## config.mk

```make
export PLATFORM = sky130hd
export DESIGN_NAME = alu181_nibble_sequencer
export DESIGN_NICKNAME = d
export VERILOG_FILES = /design/src/rtl/alu181_pkg.sv /design/src/rtl/alu181_nibble_sequencer.sv
export SDC_FILE = /design/constraint.sdc
export NUM_CORES = 1
export LEC_CHECK = 0
export CORE_UTILIZATION = 50
export DETAILED_ROUTE_END_ITERATION = 12
export DONT_BUFFER_PORTS = 1
export PLACE_DENSITY = 0.75
export SLEW_MARGIN = 20
export SYNTH_ARGS = -nofsm -noshare
export SYNTH_HDL_FRONTEND = slang
export SYNTH_SLANG_ARGS = --single-unit
```

## constraint.sdc

```tcl
create_clock -name clk -period 1.35 [get_ports clk]
set_clock_uncertainty 0.2 [all_clocks]
set_input_delay 0.2025 -clock clk [delete_from_list [all_inputs] [get_ports clk]]
set_output_delay 0.2025 -clock clk [all_outputs]
set_load 0.01 [all_outputs]
```

## src/rtl/alu181_pkg.sv

```systemverilog
// rtl/alu181_pkg.sv - shared constants and types for the 74181 nibble sequencer
package alu181_pkg;

  localparam int NIB_W = 4;

  typedef enum logic [1:0] {
    IDLE = 2'd0,
    RUN  = 2'd1,
    DONE = 2'd2
  } state_e;

  // Function selects (S3..S0) and modes for the operations the bench exercises
  localparam logic [3:0] S_ADD = 4'b1001;
  localparam logic       M_ADD = 1'b0;
  localparam logic [3:0] S_SUB = 4'b0110;
  localparam logic       M_SUB = 1'b0;
  localparam logic [3:0] S_XOR = 4'b0110;
  localparam logic       M_XOR = 1'b1;

endpackage

```

## src/rtl/alu181_nibble_sequencer.sv

```systemverilog
// rtl/alu181_nibble_sequencer.sv - drives a 4-bit 74181 core one nibble per cycle over a wide operand
module alu181_nibble_sequencer
  import alu181_pkg::*;
#(
  parameter int N_NIB = 2
) (
  input  logic                   clk,
  input  logic                   rst_n,
  input  logic                   in_valid,
  output logic                   in_ready,
  input  logic [NIB_W*N_NIB-1:0] in_a,
  input  logic [NIB_W*N_NIB-1:0] in_b,
  input  logic [3:0]             in_s,
  input  logic                   in_m,
  input  logic                   in_cnb,
  output logic [3:0]             alu_a,
  output logic [3:0]             alu_b,
  output logic [3:0]             alu_s,
  output logic                   alu_m,
  output logic                   alu_cnb,
  input  logic [3:0]             alu_f,
  input  logic                   alu_cn4b,
  input  logic                   alu_aeb,
  output logic                   out_valid,
  input  logic                   out_ready,
  output logic [NIB_W*N_NIB-1:0] out_f,
  output logic                   out_cn4b,
  output logic                   out_aeb
);

  localparam int W  = NIB_W * N_NIB;
  localparam int KW = (N_NIB > 1) ? $clog2(N_NIB) : 1;
  localparam logic [KW-1:0] K_LAST = KW'(N_NIB - 1);

  state_e        state_q, state_d;
  logic [W-1:0]  a_q, a_d;
  logic [W-1:0]  b_q, b_d;
  logic [3:0]    s_q, s_d;
  logic          m_q, m_d;
  logic [KW-1:0] k_q, k_d;
  logic          carry_q, carry_d;
  logic          aeb_acc_q, aeb_acc_d;
  logic [W-1:0]  out_f_q, out_f_d;
  logic          out_cn4b_q, out_cn4b_d;
  logic          out_aeb_q, out_aeb_d;

  // The core sees the current nibble straight from the operand registers; the
  // counter parks on the last nibble so the outputs stay put outside RUN.
  assign alu_a   = a_q[{k_q, 2'b00} +: NIB_W];
  assign alu_b   = b_q[{k_q, 2'b00} +: NIB_W];
  assign alu_s   = s_q;
  assign alu_m   = m_q;
  assign alu_cnb = carry_q;

  assign in_ready  = (state_q == IDLE);
  assign out_valid = (state_q == DONE);
  assign out_f     = out_f_q;
  assign out_cn4b  = out_cn4b_q;
  assign out_aeb   = out_aeb_q;

  // Next-state: capture in IDLE, one nibble per cycle in RUN, wait for consumer in DONE
  always_comb begin
    state_d    = state_q;
    a_d        = a_q;
    b_d        = b_q;
    s_d        = s_q;
    m_d        = m_q;
    k_d        = k_q;
    carry_d    = carry_q;
    aeb_acc_d  = aeb_acc_q;
    out_f_d    = out_f_q;
    out_cn4b_d = out_cn4b_q;
    out_aeb_d  = out_aeb_q;
    case (state_q)
      IDLE: begin
        if (in_valid) begin
          a_d       = in_a;
          b_d       = in_b;
          s_d       = in_s;
          m_d       = in_m;
          carry_d   = in_cnb;
          k_d       = '0;
          aeb_acc_d = 1'b1;
          state_d   = RUN;
        end
      end
      RUN: begin
        out_f_d[{k_q, 2'b00} +: NIB_W] = alu_f;
        carry_d   = alu_cn4b;
        aeb_acc_d = aeb_acc_q & alu_aeb;
        if (k_q == K_LAST) begin
          out_cn4b_d = alu_cn4b;
          out_aeb_d  = aeb_acc_q & alu_aeb;
          state_d    = DONE;
        end else begin
          k_d = k_q + 1'b1;
        end
      end
      DONE: begin
        if (out_ready) begin
          state_d = IDLE;
        end
      end
      default: state_d = IDLE;
    endcase
  end

  // State and datapath registers with asynchronous abort to IDLE
  always_ff @(posedge clk or negedge rst_n) begin
    if (!rst_n) begin
      state_q    <= IDLE;
      a_q        <= '0;
      b_q        <= '0;
      s_q        <= '0;
      m_q        <= 1'b0;
      k_q        <= '0;
      carry_q    <= 1'b1;
      aeb_acc_q  <= 1'b1;
      out_f_q    <= '0;
      out_cn4b_q <= 1'b1;
      out_aeb_q  <= 1'b0;
    end else begin
      state_q    <= state_d;
      a_q        <= a_d;
      b_q        <= b_d;
      s_q        <= s_d;
      m_q        <= m_d;
      k_q        <= k_d;
      carry_q    <= carry_d;
      aeb_acc_q  <= aeb_acc_d;
      out_f_q    <= out_f_d;
      out_cn4b_q <= out_cn4b_d;
      out_aeb_q  <= out_aeb_d;
    end
  end

endmodule

```

==> results.py <==
metrics = {
    "outcome": {
        "status": "complete, but fails checks",
        "violations": "negative setup slack",
    },
    "sta": {
        "finalSetupViolations": 42,
        "grt_setup_unrepaired": "true",
        "timing.final.max_slew_violations": 0,
        "hold_viol_final": 0,
        "period_minus_slack_ns": 1.65,
        "fin_crit_sh_pct": 122,
        "setup_tns_ns": -8.83,
        "setup_ws_ns": -0.296,
        "clock.fmax_mhz": 608,
        "worst_pin_slew_ns": 0.269,
        "hold_ws_ns": 0.0947,
        "slew_headroom_pct": 82.1,
    },
    "logic_synthesis": {
        "ys_warn_count": 0,
        "synth_flop_cell": "dfrtp_1",
        "synthTopCellsByArea": "dfrtp_1, mux2_4, mux2_2",
        "synth_fp_nets": 134,
        "synth_top_cell_area_share_pct": 51.2,
        "synthDistinctLibCells": 19,
        "syn_area_um2": 1610,
        "synth_area_leader_cell": "dfrtp_1",
        "syn_avg_cell_area_um2": 15.8,
        "synth-edff-count": 0,
        "async_flop_share_pct": 100,
        "yosysMostFrequentCell": "dfrtp_1",
        "synth_commonest_cells": "dfrtp_1, mux2_4, mux2_2, nand2_1, nor2_1",
        "syn_inst": 102,
        "ys_seq_elements": 36,
        "yosysSeqAreaShare_pct": 56.1,
    },
    "floorplan": {
        "die_area_um2": 3460,
        "initial_utilization_pct": 52.8,
        "std_cell_rows": 20,
        "die_w_um": 58.8,
        "core_um2": 3050,
        "io_pins": 58,
        "die_y_um": 58.8,
    },
    "place": {
        "gp_congestion": 0.763,
        "port_buffers": 0,
        "dp_hpwl_um": 1930,
        "place_ws_ns": -0.163,
    },
    "detailed_routing": {
        "routedWlPerCell_um": 17.6,
        "antenna_left": 0,
        "drc": 0,
        "wirelength_um": 3590,
        "first_iter_violations": 24,
        "drtPass1Iterations": 4,
        "vias": 1044,
        "vias_per_cell": 5.12,
    },
    "setup_path": {
        "arrival_ns": 1.24,
        "critPathLaunchType": "flip-flop",
        "crit_slowest_cell": "dfrtp_1",
        "crit_fanout": 6,
        "slowest_delay_ns": 0.43,
        "critPathTopFamily": "flip-flops",
        "setup.worst_path.class": "reg2out",
        "worst_setup_path_end_kind": "output pin",
        "path_buf_inv": 1,
        "path_cells": "buf_6 > mux2_4",
        "critPathRequiredTime_ns": 0.95,
    },
    "grt": {
        "grt_max_degree": 37,
        "grt_pass1_wl_um": 5350,
        "antenna_found_initial": 0,
        "gr-total-overflow": 0,
        "grt_pass1_vias": 1095,
        "grt_use_total_pct": 21.6,
    },
    "flow_run": {
        "maxCapViolCount": 0,
    },
    "power_and_ir_drop": {
        "pwr-share-comb_pct": 50.2,
        "swShare_pct": 33.6,
        "p_per_area_nw_per_um2": 2340,
        "power_mw": 5.54,
        "clkPwrFrac_pct": 10.8,
        "ir_worst_vdd_mv": 1.17,
        "power.leakage_nw": 1.10,
        "pwr-share-seq_pct": 39.1,
        "p_int_mw": 3.68,
        "switchingPower_mw": 1.86,
    },
    "clock_tree": {
        "clk_latency_ns": 0.34,
        "htreeDepth": 2,
        "clk_pin_slew_ns": 0.10,
        "cts_num_sinks": 36,
        "cts_tree": "yes",
        "cts_root_buf": "clkbuf_4",
        "cts_buffers": 5,
        "clock_path_buffers": 2,
    },
    "final_layout": {
        "area_delta_synth_final_pct": 46.7,
        "fill_cells": 193,
        "final-seq-area_um2": 905,
        "diodes": 0,
        "multi_input_area_um2": 743,
        "fin_util_pct": 77.5,
        "finalNetCount": 191,
        "drive_gt1_share_pct": 50.0,
    },
    "worst_hold_path": {
        "min_path_type": "in2async",
    },
}
cell families after synthesis:
family,after synthesis,synth area share [%]
AND/OR/NAND/NOR,15,5.90
multiplexers,39,31.8
flip-flops,36,56.1
buffers and inverters,6,4.11
AO/OA/AOI/OAI,6,2.09
registers in the layout (all words and copies together) (netlist names), 2 cells and up:
| name | cells |
|---|---|
| a_q | 8 |
| b_q | 8 |
| out_f | 8 |
| alu_s | 4 |
| state_q | 2 |
power groups by stage:
| stage | Clock [mW] | Sequential [mW] | Combinational, mW |
|---|---|---|---|
| 4_1_cts | 0.611 | 2.14 | 2.60 |
| 6_report | 0.596 | 2.17 | 2.78 |
| 5_1_grt | 0.660 | 2.22 | 2.94 |
| 3_3_place_gp | 0 | 2.12 | 1.84 |
| 2_1_floorplan | 0 | 2.04 | 1.62 |
| 3_5_place_dp | 0 | 2.14 | 1.91 |
metal layers:
metal / track usage [%] / vias up / part of all wire [%]
li1: - / 476 / -
met1: 26.7 / 519 / 42
met2: 35.1 / 42 / 51
met3: 7.25 / 7 / 5.5
met4: 8.16 / 0 / 1.4
met5: 0 / - / 0
per-stage QoR:
step / instance area, um2 / std cells
6_report: 2370 / 204
5_1_grt: 2370 / 204
4_1_cts: 2290 / 199
3_5_place_dp: 1710 / 153
3_3_place_gp: 1710 / 153
2_1_floorplan: 1620 / 102
path summary, 6_finish.rpt:
check | start | endpoint | slack (ns) | cells past startpoint
min reg2reg | aeb_acc_q | aeb_acc_q | 0.33 | 2
min | rst_n | a_q[6] | 0.09 | 2
max reg2reg | state_q[1] | a_q[4] | -0.29 | 5
max | k_q | alu_a[1] | -0.30 | 2
min in group clk | in_valid | state_q[0] | 0.21 | 3
max in group asynchronous | rst_n | out_cn4b | 0.61 | 2
placed cells by master (no fill, tap or decap), types with 2 or more instances in the layout:
master          n
dfstp_2         3
dfrtp_1        33
mux2_4         34
dlygate4sd3_1  30
clkbuf_1        2
mux2_2          4
o21ai_0         2
buf_4           7
nor2_4          4
clkbuf_4        5
nand2b_4        2
buf_6          11
buf_12          4
nand2_1         4
nor3_1          3
final cells by class:
class	count	area share, %
clock buffers	8	2.49
inverters	2	0.423
multi-input cells	60	31.4
flip-flops and latches	36	38.2
well taps	44	2.33
repair buffers	54	25.1
what timing repair did:
item / 4_1_cts / 5_1_grt
buffers inserted: 5 / 5
pin swaps: 4 / 2
gates cloned: 1 / 1
hold buffers: 32 / 0
endpoints found under the hold margin: 72 / 0
setup endpoints to repair: 42 / 44
gates resized for setup: 34 / 7
No activity file was read; power rests on OpenSTA's default activity.
